[src/rtl/cursor_ctrl.sv]
// rtl/cursor_ctrl.sv - cursor controller: press arbitration, wrap-around moves, auto-repeat
module cursor_ctrl #(
  parameter int GRID         = 9,
  parameter int REPEAT_DELAY = 50_000_000,
  parameter int REPEAT_RATE  = 10_000_000
) (
  input  logic       clk,
  input  logic       rst_n,
  input  logic [4:0] i_state,
  input  logic [4:0] i_ondn,
  input  logic       i_enable,
  output logic [3:0] o_row,
  output logic [3:0] o_col,
  output logic       o_move,
  output logic [1:0] o_dir,
  output logic       o_select
);

  localparam int CNT_MAX = (REPEAT_DELAY > REPEAT_RATE) ? REPEAT_DELAY : REPEAT_RATE;
  localparam int CW      = $clog2(CNT_MAX);

  localparam logic [CW-1:0] DELAY_LAST = CW'(REPEAT_DELAY - 1);
  localparam logic [CW-1:0] RATE_LAST  = CW'(REPEAT_RATE - 1);
  localparam logic [3:0]    POS_LAST   = 4'(GRID - 1);
  localparam logic [3:0]    POS_MID    = 4'(GRID / 2);

  localparam logic [1:0] ST_IDLE   = 2'd0;
  localparam logic [1:0] ST_HOLD   = 2'd1;
  localparam logic [1:0] ST_REPEAT = 2'd2;

  logic [3:0]    row_q, row_d, col_q, col_d;
  logic [1:0]    dir_q, dir_d, held_q, held_d, state_q, state_d;
  logic [CW-1:0] cnt_q, cnt_d;
  logic          move_q, move_d, sel_q, sel_d;
  logic          do_move;
  logic [1:0]    mv_dir;
  logic [1:0]    press_dir;
  logic          press_any;

  function automatic logic [3:0] pos_dec(input logic [3:0] v);
    return (v == 4'd0) ? POS_LAST : v - 4'd1;
  endfunction

  function automatic logic [3:0] pos_inc(input logic [3:0] v);
    return (v == POS_LAST) ? 4'd0 : v + 4'd1;
  endfunction

  // Direction priority among the four moves: up > down > left > right.
  always_comb begin
    press_any = |i_ondn[3:0];
    if (i_ondn[0])      press_dir = 2'd0;
    else if (i_ondn[1]) press_dir = 2'd1;
    else if (i_ondn[2]) press_dir = 2'd2;
    else                press_dir = 2'd3;
  end

  always_comb begin
    row_d   = row_q;
    col_d   = col_q;
    dir_d   = dir_q;
    held_d  = held_q;
    state_d = state_q;
    cnt_d   = cnt_q;
    move_d  = 1'b0;
    sel_d   = 1'b0;
    do_move = 1'b0;
    mv_dir  = held_q;

    if (!i_enable) begin
      state_d = ST_IDLE;
      cnt_d   = '0;
    end else if (i_ondn[4]) begin
      sel_d = 1'b1;
    end else if (press_any) begin
      do_move = 1'b1;
      mv_dir  = press_dir;
      held_d  = press_dir;
      cnt_d   = '0;
      state_d = ST_HOLD;
    end else begin
      case (state_q)
        ST_HOLD, ST_REPEAT: begin
          if (!i_state[held_q]) begin
            state_d = ST_IDLE;
            cnt_d   = '0;
          end else if (cnt_q == ((state_q == ST_HOLD) ? DELAY_LAST : RATE_LAST)) begin
            do_move = 1'b1;
            cnt_d   = '0;
            state_d = ST_REPEAT;
          end else begin
            cnt_d = cnt_q + CW'(1);
          end
        end
        default: begin
          state_d = ST_IDLE;
        end
      endcase
    end

    if (do_move) begin
      move_d = 1'b1;
      dir_d  = mv_dir;
      case (mv_dir)
        2'd0:    row_d = pos_dec(row_q);
        2'd1:    row_d = pos_inc(row_q);
        2'd2:    col_d = pos_dec(col_q);
        default: col_d = pos_inc(col_q);
      endcase
    end
  end

  always_ff @(posedge clk or negedge rst_n) begin
    if (!rst_n) begin
      row_q   <= POS_MID;
      col_q   <= POS_MID;
      dir_q   <= 2'd0;
      held_q  <= 2'd0;
      state_q <= ST_IDLE;
      cnt_q   <= '0;
      move_q  <= 1'b0;
      sel_q   <= 1'b0;
    end else begin
      row_q   <= row_d;
      col_q   <= col_d;
      dir_q   <= dir_d;
      held_q  <= held_d;
      state_q <= state_d;
      cnt_q   <= cnt_d;
      move_q  <= move_d;
      sel_q   <= sel_d;
    end
  end

  assign o_row    = row_q;
  assign o_col    = col_q;
  assign o_move   = move_q;
  assign o_dir    = dir_q;
  assign o_select = sel_q;

endmodule
[config.mk]
export PLATFORM = sky130hd
export DESIGN_NAME = cursor_ctrl
export DESIGN_NICKNAME = d
export VERILOG_FILES = /design/src/rtl/cursor_ctrl.sv
export SDC_FILE = /design/constraint.sdc
export NUM_CORES = 1
export LEC_CHECK = 0
export ABC_AREA = 1
export ABC_CLOCK_PERIOD_IN_PS = 2060
export BUFFER_PORTS_ARGS = -buffer_cell sky130_fd_sc_hd__buf_4
export CORE_MARGIN = 1.5
export CORE_UTILIZATION = 46
export DETAILED_ROUTE_END_ITERATION = 10
export GPL_TIMING_DRIVEN = 0
export PLACE_DENSITY = 0.75
export SYNTH_ARGS = -nofsm -noshare
export SYNTH_HDL_FRONTEND = slang
export SYNTH_SLANG_ARGS = --single-unit
[constraint.sdc]
create_clock -name clk -period 2.06 [get_ports clk]
set_input_delay 0.618 -clock clk [delete_from_list [all_inputs] [get_ports clk]]
set_output_delay 0.618 -clock clk [all_outputs]
set_load 0.02 [all_outputs]
==> flow_results.org, run 1 <==
** Clock tree
- Maximum clock insertion buffer count :: 2
- TritonCTS built the clock tree.
- Count of buffers added by post-CTS timing repair for setup :: 0
- The clock reaches the later pin of the worst-skew pair after 0.29 ns.
- Post-cts repair resize count :: 0
- Clock-pin transition on the worst setup and hold timing paths :: 0.08 ns
- Total number of H-tree levels :: 2
- Number of buffers inserted during clock tree synthesis :: 5
- Sink Count :: 42
- In this run the clock root is driven by a clkbuf_8.
- CTS Hold Buffers Added :: 0

** Global routing
- The number of antenna violations at the first check in global routing is 0.
- Total global-route track usage :: 19.7%
- Global routing consumed, on the met2 layer, 33.5% of the routing resources.
- After global routing the overflow that remains totals 0.
- Met3 track demand over resource in global routing :: 3.36%
- Pin count of the biggest net entering global routing :: 43
- The via count of the first global-routing pass was 2576.
- The first global-routing pass estimated 11400 um of wire.
- Met1 Usage GRT :: 25.2%
- In this run the most used layer during global routing was met2.

** Timing
- For the pin with the worst max-slew slack, the measured transition is 0.536 ns.
- Setup repair after global routing left no endpoint under its margin.
- Timing would allow up to 571 MHz.
- The worst path needs 1.75 ns of the cycle, external delays included.
- Hold_ws :: 0.291 ns
- Slew margin rel. :: 64.3%
- Portion of the clock cycle consumed by the worst path in the final layout :: 85.1%
- Worst clock skew on the final layout :: 0.00222 ns
- For the final routed database, the setup TNS stands at 0 ns.
- Crit path setup slack, layout :: 0.307 ns
- The final hold violation count was 0.
- The count of pins over their slew limit came to 0.
- Finish-stage setup viols :: 0

** Synthesis
- Most frequent cells after synthesis :: nand2_1 (131), nor2_1 (65), inv_1 (61)
- Net Count, Synth :: 461
- Post-Syn Area per Cell :: 6.77 um2
- Commonest register cell after synthesis :: dfrtp_1
- Number of synthesized register bits :: 42
- Share of synthesized registers carrying an async set or reset :: 100%
- Gate Count Post-Synth :: 442
- EDFF count, synth :: 0
- The Yosys step of the flow raised 0 warnings.
- Summing every instance area after synthesis gives 2990 um2.
- After synthesis, the netlist uses 33 different library cells.
- In the post-synthesis netlist, the biggest area contributors are dfrtp_1 (33%), nand2_1 (16%), nor2_1 (8.1%).
- The synthesized design spends more area on one cell type than any other, namely dfrtp_1.
- Share of the synthesized area in the top cell type :: 33.4%
- The share of the Yosys chip area taken by registers is 35.2%.
- Yosys instantiated no cell more often than nand2_1.

** Floorplan
- Number of top-level design ports :: 25
- Die ar. :: 7000 um2
- Once the floorplan was initialized, standard cells occupied 47.4% of the core.
- In this run the horizontal extent of the chip is 83.7 um.
- In this run the standard cell core region covers 6310 um2.
- Row generation in the floorplan step produced 29 rows.
- Vertical die dimension :: 83.7 um

** Placed design
- Buffers placed on the I/O ports in this run total 23.
- HPWL after detailed placement :: 4980 um
- Including well taps, the total number of placed cells is 542.
- Worst setup slack before clock tree synthesis :: 0.0792 ns
- The congestion estimate from routability-driven global placement came to 0.915.

** Pwr
- Leakage component of the power :: 0.00171 uW
- Power spread over the standard cell area amounts to 776 nW/um2.
- Total Power :: 2590 uW
- Across the VDD grid, the largest voltage drop is 0.655 mV.

** Route
- Detailed Routing Iterations Pass 1 :: 5
- Vias per std cell :: 5.10
- The detailed router finished its first iteration with 135 violations.
- Detail-routed net length per standard cell :: 11.9 um
- Post-DRT Antenna Nets :: 0
- DRC viols :: 0
- Across all layers, the routed design uses 2807 vias.
- For this block, the routed nets add up to 6540 um of wire.

** Outcome
- The run finished with clean final reports.

** Setup path
- STA classifies the critical path startpoint as a flop.
- Critical path data required time :: 2.23 ns
- Critical path's slowest cell :: dfrtp_1
- Along the worst path, the maximum fanout reaches 6.
- The critical path is of the reg -> reg type.
- Longest individual stage delay on the worst path :: 0.39 ns
- Worst Setup End Kind :: flop
- In this run the critical register-to-register path is launched from cnt_q[0]$_DFFE_PN0P_.
- In this run the register-to-register setup slack is 0.31 ns.
- For the worst flop-to-flop path, the logic depth is 8.
- Destination of the worst register-to-register timing path :: cnt_q[15]$_DFFE_PN0P_
- Grouping stages by cell kind, the critical path spends the most delay in simple AND/OR/NAND/NOR gates.
- In this run the number of cells on the critical path is 8.
- Counting both buffers and inverters, the worst setup path holds a total of 0.
- WP data arrival :: 1.92 ns
- Traced cell by cell, the critical path runs through ha_1 > nand3_1 > nor2_1 > nand2_1 > nor2_2 > nand3_2 > a21oi_2 > nor2_1.
- In this design, the critical path's most frequently occurring cell is nor2_1.

** Cells and area
- For this run, the post-layout net count is 491.
- From synthesis to final layout, the design area changed by 11.7%.
- In the final layout, the share of cells above drive strength 1 is 14.8%.
- Leaving out filler cells and counting taps, the final layout contains 550.
- 0 antenna diodes ended up in the layout.

** Hold path
- The min-delay analysis places its worst path in the category in -> async.

** Flow run
- Number of maximum-capacitance constraint violations :: 0
-- final cells by class --
class	instances	area, um2
repair buffers	23	173
clock buffers	8	80.1
plain buffers	5	46.3
fillers	606	2970
inverters	66	250
well taps	77	96.3
flip-flops and latches	42	1050
multi-input cells	329	1640
-- cell families after synthesis --
group                    Yosys count  share of synthesized area [%]
AO/OA/AOI/OAI                     34                           6.48
XOR/XNOR                           3                          0.878
adder cells (fa/ha/maj)            6                           2.51
buffers and inverters             71                           9.90
flip-flops                        42                           35.2
AND/OR/NAND/NOR                  286                           45.0
-- where the power goes --
part	switching (uW)	leakage [uW]	internal (uW)
sequential	155	0.000562	926
clock	274	0.0000395	241
combinational	606	0.00111	393
total	1030	0.00171	1560
-- per-stage QoR --
| stage | cell area (um2) | util [%] |
|---|---|---|
| after floorplan | 2990 | - |
| after global placement | 3260 | 51.7 |
| after detailed placement | 3260 | 51.7 |
| after CTS | 3340 | 53.0 |
| after global routing | 3340 | 53.0 |
| final | 3340 | 53.0 |
-- registers in the layout, indices dropped and copies added (netlist names) --
| signal | flops |
|---|---|
| o_move | 1 |
| cnt_q | 26 |
| held_q | 2 |
| o_row | 4 |
| o_dir | 2 |
| o_col | 4 |
| state_q | 2 |
| o_select | 1 |
-- per-layer routing --
layer	routed length (um)	up-vias
li1	-	1454
met1	2970	1274
met2	3210	66
met3	238	13
met4	119	0
met5	0	-
-- worst register-to-register path, stage by stage, from the launching register on --
cell and delay (ns):
dfrtp_1 0.39, ha_1 0.20, nand3_1 0.12, nor2_1 0.13, nand2_1 0.09, nor2_2 0.10
nand3_2 0.14, a21oi_2 0.35, nor2_1 0.11
-- cell usage in the layout, fill, tap and decap left out, types with 4 or more instances in the layout --
| master | instances |
|---|---|
| a21oi_1 | 12 |
| buf_4 | 24 |
| clkbuf_8 | 5 |
| dfrtp_1 | 40 |
| ha_1 | 6 |
| inv_1 | 61 |
| inv_2 | 4 |
| nand2_1 | 131 |
| nand2_2 | 7 |
| nand2_4 | 5 |
| nand3_1 | 35 |
| nand3_2 | 5 |
| nand4_1 | 13 |
| nor2_1 | 65 |
| nor2_4 | 5 |
| nor3_1 | 8 |
| nor4_1 | 4 |
| o21ai_0 | 15 |
-- worst max path at each step --
| stage | from | end | slack, ns |
|---|---|---|---|
| after floorplan | i_ondn[3] | cnt_q[6]$_DFFE_PN0P_ | 0.44 |
| after global placement | i_ondn[3] | cnt_q[21]$_DFFE_PN0P_ | 0.15 |
| after detailed placement | i_ondn[3] | cnt_q[4]$_DFFE_PN0P_ | 0.08 |
| after CTS | cnt_q[0]$_DFFE_PN0P_ | cnt_q[15]$_DFFE_PN0P_ | 0.29 |
| after global routing | cnt_q[0]$_DFFE_PN0P_ | cnt_q[18]$_DFFE_PN0P_ | 0.08 |
| final | cnt_q[0]$_DFFE_PN0P_ | cnt_q[15]$_DFFE_PN0P_ | 0.31 |
Note: power is estimated with default switching activity, not from simulation.
==> run 2, diff against run 1 <==
Settings changed: CTS_BUF_LIST from default to sky130_fd_sc_hd__clkbuf_2.
==> flow_results.org, run 2 (synthesized netlist as in run 1, its figures left out) <==
** Outcome
- The run finished with clean final reports.

** Clock tree
- Sink Count :: 42 (unchanged)
- The number of buffers on the longest clock path was 2 (unchanged).
- Number of buffers inserted during clock tree synthesis :: 5 (unchanged)
- The clock edge transition at the registers on the reported setup and hold paths came to 0.20 ns (+0.12 ns).
- The count of hold buffers inserted by post-cts repair came to 0 (unchanged).
- Total number of H-tree levels :: 2 (unchanged)
- The insertion delay to the later sink of the worst-skew pair came to 0.41 ns (+0.12 ns).
- The post-CTS setup repair buffer count came to 0 (unchanged).
- Root Buffer Master :: clkbuf_2
- Post-cts repair resize count :: 0 (unchanged)
- TritonCTS built the clock tree.

** Floorplan
- The placeable core region came to 6310 um2 (unchanged).
- The number of rows created at floorplan came to 29 (unchanged).
- The die width is 83.7 um (unchanged).
- Die ar. :: 7000 um2 (unchanged)
- Number of top-level design ports :: 25 (unchanged)
- Initial core utilization :: 47.4% (unchanged)
- The die boundary height was 83.7 um (unchanged).

** Timing
- The final worst setup slack is 0.235 ns (-0.0719 ns).
- The minimum clock period came to 1.82 ns (+0.0719 ns).
- Portion of the clock cycle consumed by the worst path in the final layout :: 88.6% (+3.5 points)
- Number of failing hold endpoints at the final stage :: 0 (unchanged)
- The maximum clock frequency was 548 MHz (-3.9%).
- The hold slack was 0.139 ns (-0.152 ns).
- Worst clock skew on the final layout :: 0.0155 ns (+0.0133 ns)
- The worst max-slew margin expressed relative to the limit was 64.3% (+0.075 points).
- Setup repair after global routing left no endpoint under its margin.
- Final sum of negative setup slack :: 0 ns (unchanged)
- Final number of max-transition violations :: 0 (unchanged)
- The final count of negative-setup-slack endpoints was 0 (unchanged).
- Worst slew pin tran :: 0.535 ns (-0.00112 ns)

** Pwr
- The maximum VDD drop was 0.537 mV (-18%).
- Total Power :: 2440 uW (-5.8%)
- The reported leakage power is 0.00170 uW (-0.37%).
- Cell area power density :: 740 nW/um2 (-4.7%)

** Placed design
- The number of buffers added on ports was 23 (unchanged).
- The final weighted congestion in routability-driven placement is 0.915 (unchanged).
- The HPWL reported at the end of detailed placement came to 4980 um (unchanged).
- The worst slack after detailed placement is 0.0792 ns (unchanged).
- The area of placed instances was 3260 um2 (unchanged).

** Setup path
- The largest individual stage delay along the critical path comes from the cell dfstp_2.
- Walking the worst path, the cells encountered are buf_4.
- The critical path is of the reg -> out type.
- The endpoint required time on the critical path came to 1.44 ns (-0.79 ns).
- The peak per-stage delay on the critical path is 0.64 ns (+0.25 ns).
- The arrival time reported for the critical path endpoint is 1.21 ns (-0.71 ns).
- The buffer and inverter count on the worst path is 1 (+1).
- Worst Setup End Kind :: output port
- The largest driver fanout on the critical path is 7 (+1).
- The cell family contributing the most delay on the critical path is flip-flops.
- The worst setup path is launched from a flop.

** Global routing
- Residual overflow from global routing :: 0 (unchanged)
- The first-pass GRT wire length came to 11300 um (-1.0%).
- Vias in the first global route :: 2573 (-0.12%)
- Pin count of the biggest net entering global routing :: 43 (unchanged)
- The total routing usage reported by global routing came to 19.6% (-0.063 points).
- Initial antenna violation count :: 0 (unchanged)

** Cells and area
- Number of flip-flops in the largest register :: 26 (unchanged)
- Ant diodes :: 0 (unchanged)
- The number of nets at the end of the flow was 491 (unchanged).
- Fraction of final layout cells sized beyond drive strength 1 :: 15.4% (+0.63 points)
- Compared with the post-synthesis result, the final layout area differs by 10.3%.
- Most used cells in the layout excluding fill and tap cells :: nand2_1 (131), nor2_1 (65), inv_1 (61), dfrtp_1 (40), nand3_1 (35)
- Register containing the most flip-flops in the final layout :: cnt_q
- Final Cell Area :: 3300 um2 (-1.2%)
- The library cell used most frequently in the layout, excluding fill and tap cells, is nand2_1.

** Route
- DRT iter0 DRCs :: 148 (+9.6%)
- The average detailed-routed wire length per instance was 11.9 um (+0.28%).
- The total DRC errors in the routed layout is 0 (unchanged).
- Sum of routed wire length over all layers :: 6560 um (+0.28%)
- Vias per std cell :: 5.07 (-0.57%)
- The antenna violation net count after detailed routing came to 0 (unchanged).
- The via count was 2791 (-0.57%).
- Detailed Routing Iterations Pass 1 :: 4 (-1)

** Flow run
- The number of max-capacitance violations reported came to 0 (unchanged).

** Hold path
- Classification of the worst-slack hold path :: in -> async
-- run 2: cell counts in the layout (fill, tap and decap cells not counted) --
No cell type changed its count.
-- run 2: stage by stage --
| step | cells | utilization (%) |
|---|---|---|
| 6_report | 550 | 52.3 |
| 5_1_grt | 550 | 52.3 |
| 4_1_cts | 550 | 52.3 |
| 3_5_place_dp | 542 | 51.7 |
| 3_3_place_gp | 542 | 51.7 |
| 2_1_floorplan | 442 | - |
-- run 2: layout make-up --
| type | count | area [um2] |
|---|---|---|
| tap | 77 | 96.3 |
| sequential | 42 | 1050 |
| inverter | 66 | 250 |
| multi-input combinational | 329 | 1640 |
| timing repair buffer | 23 | 173 |
| buffer | 5 | 46.3 |
| clock buffer | 8 | 40.0 |
| fill | 619 | 3010 |
-- run 2: metal layers --
metal / up-vias / share of wire, % / GRT usage, %
li1: 1451 / - / -
met1: 1277 / 46 / 24.9
met2: 52 / 49 / 33.2
met3: 11 / 3.3 / 3.66
met4: 0 / 1.6 / 7.45
met5: - / 0 / 0
-- run 2: final timing paths --
path                                           start                      to  cells after the start  slack, ns
worst max-delay path            o_col[2]$_DFFE_PN1P_                o_col[2]                      1       0.24
worst min-delay path                           rst_n    cnt_q[3]$_DFFE_PN0P_                      1       0.14
worst max register to register  cnt_q[0]$_DFFE_PN0P_   cnt_q[15]$_DFFE_PN0P_                      8       0.26
worst min register to register  o_dir[1]$_DFFE_PN0P_    o_dir[1]$_DFFE_PN0P_                      2       0.51
max in group asynchronous                      rst_n    o_row[2]$_DFFE_PN1P_                      1       1.52
min in group clk                           i_ondn[4]  state_q[0]$_DFFE_PN0P_                      4       0.51
-- run 2: power by group --
| group | total (uW) | internal, uW | switching (uW) |
|---|---|---|---|
| clock network | 363 | 99.9 | 263 |
| registers | 1080 | 927 | 153 |
| logic | 1000 | 393 | 607 |
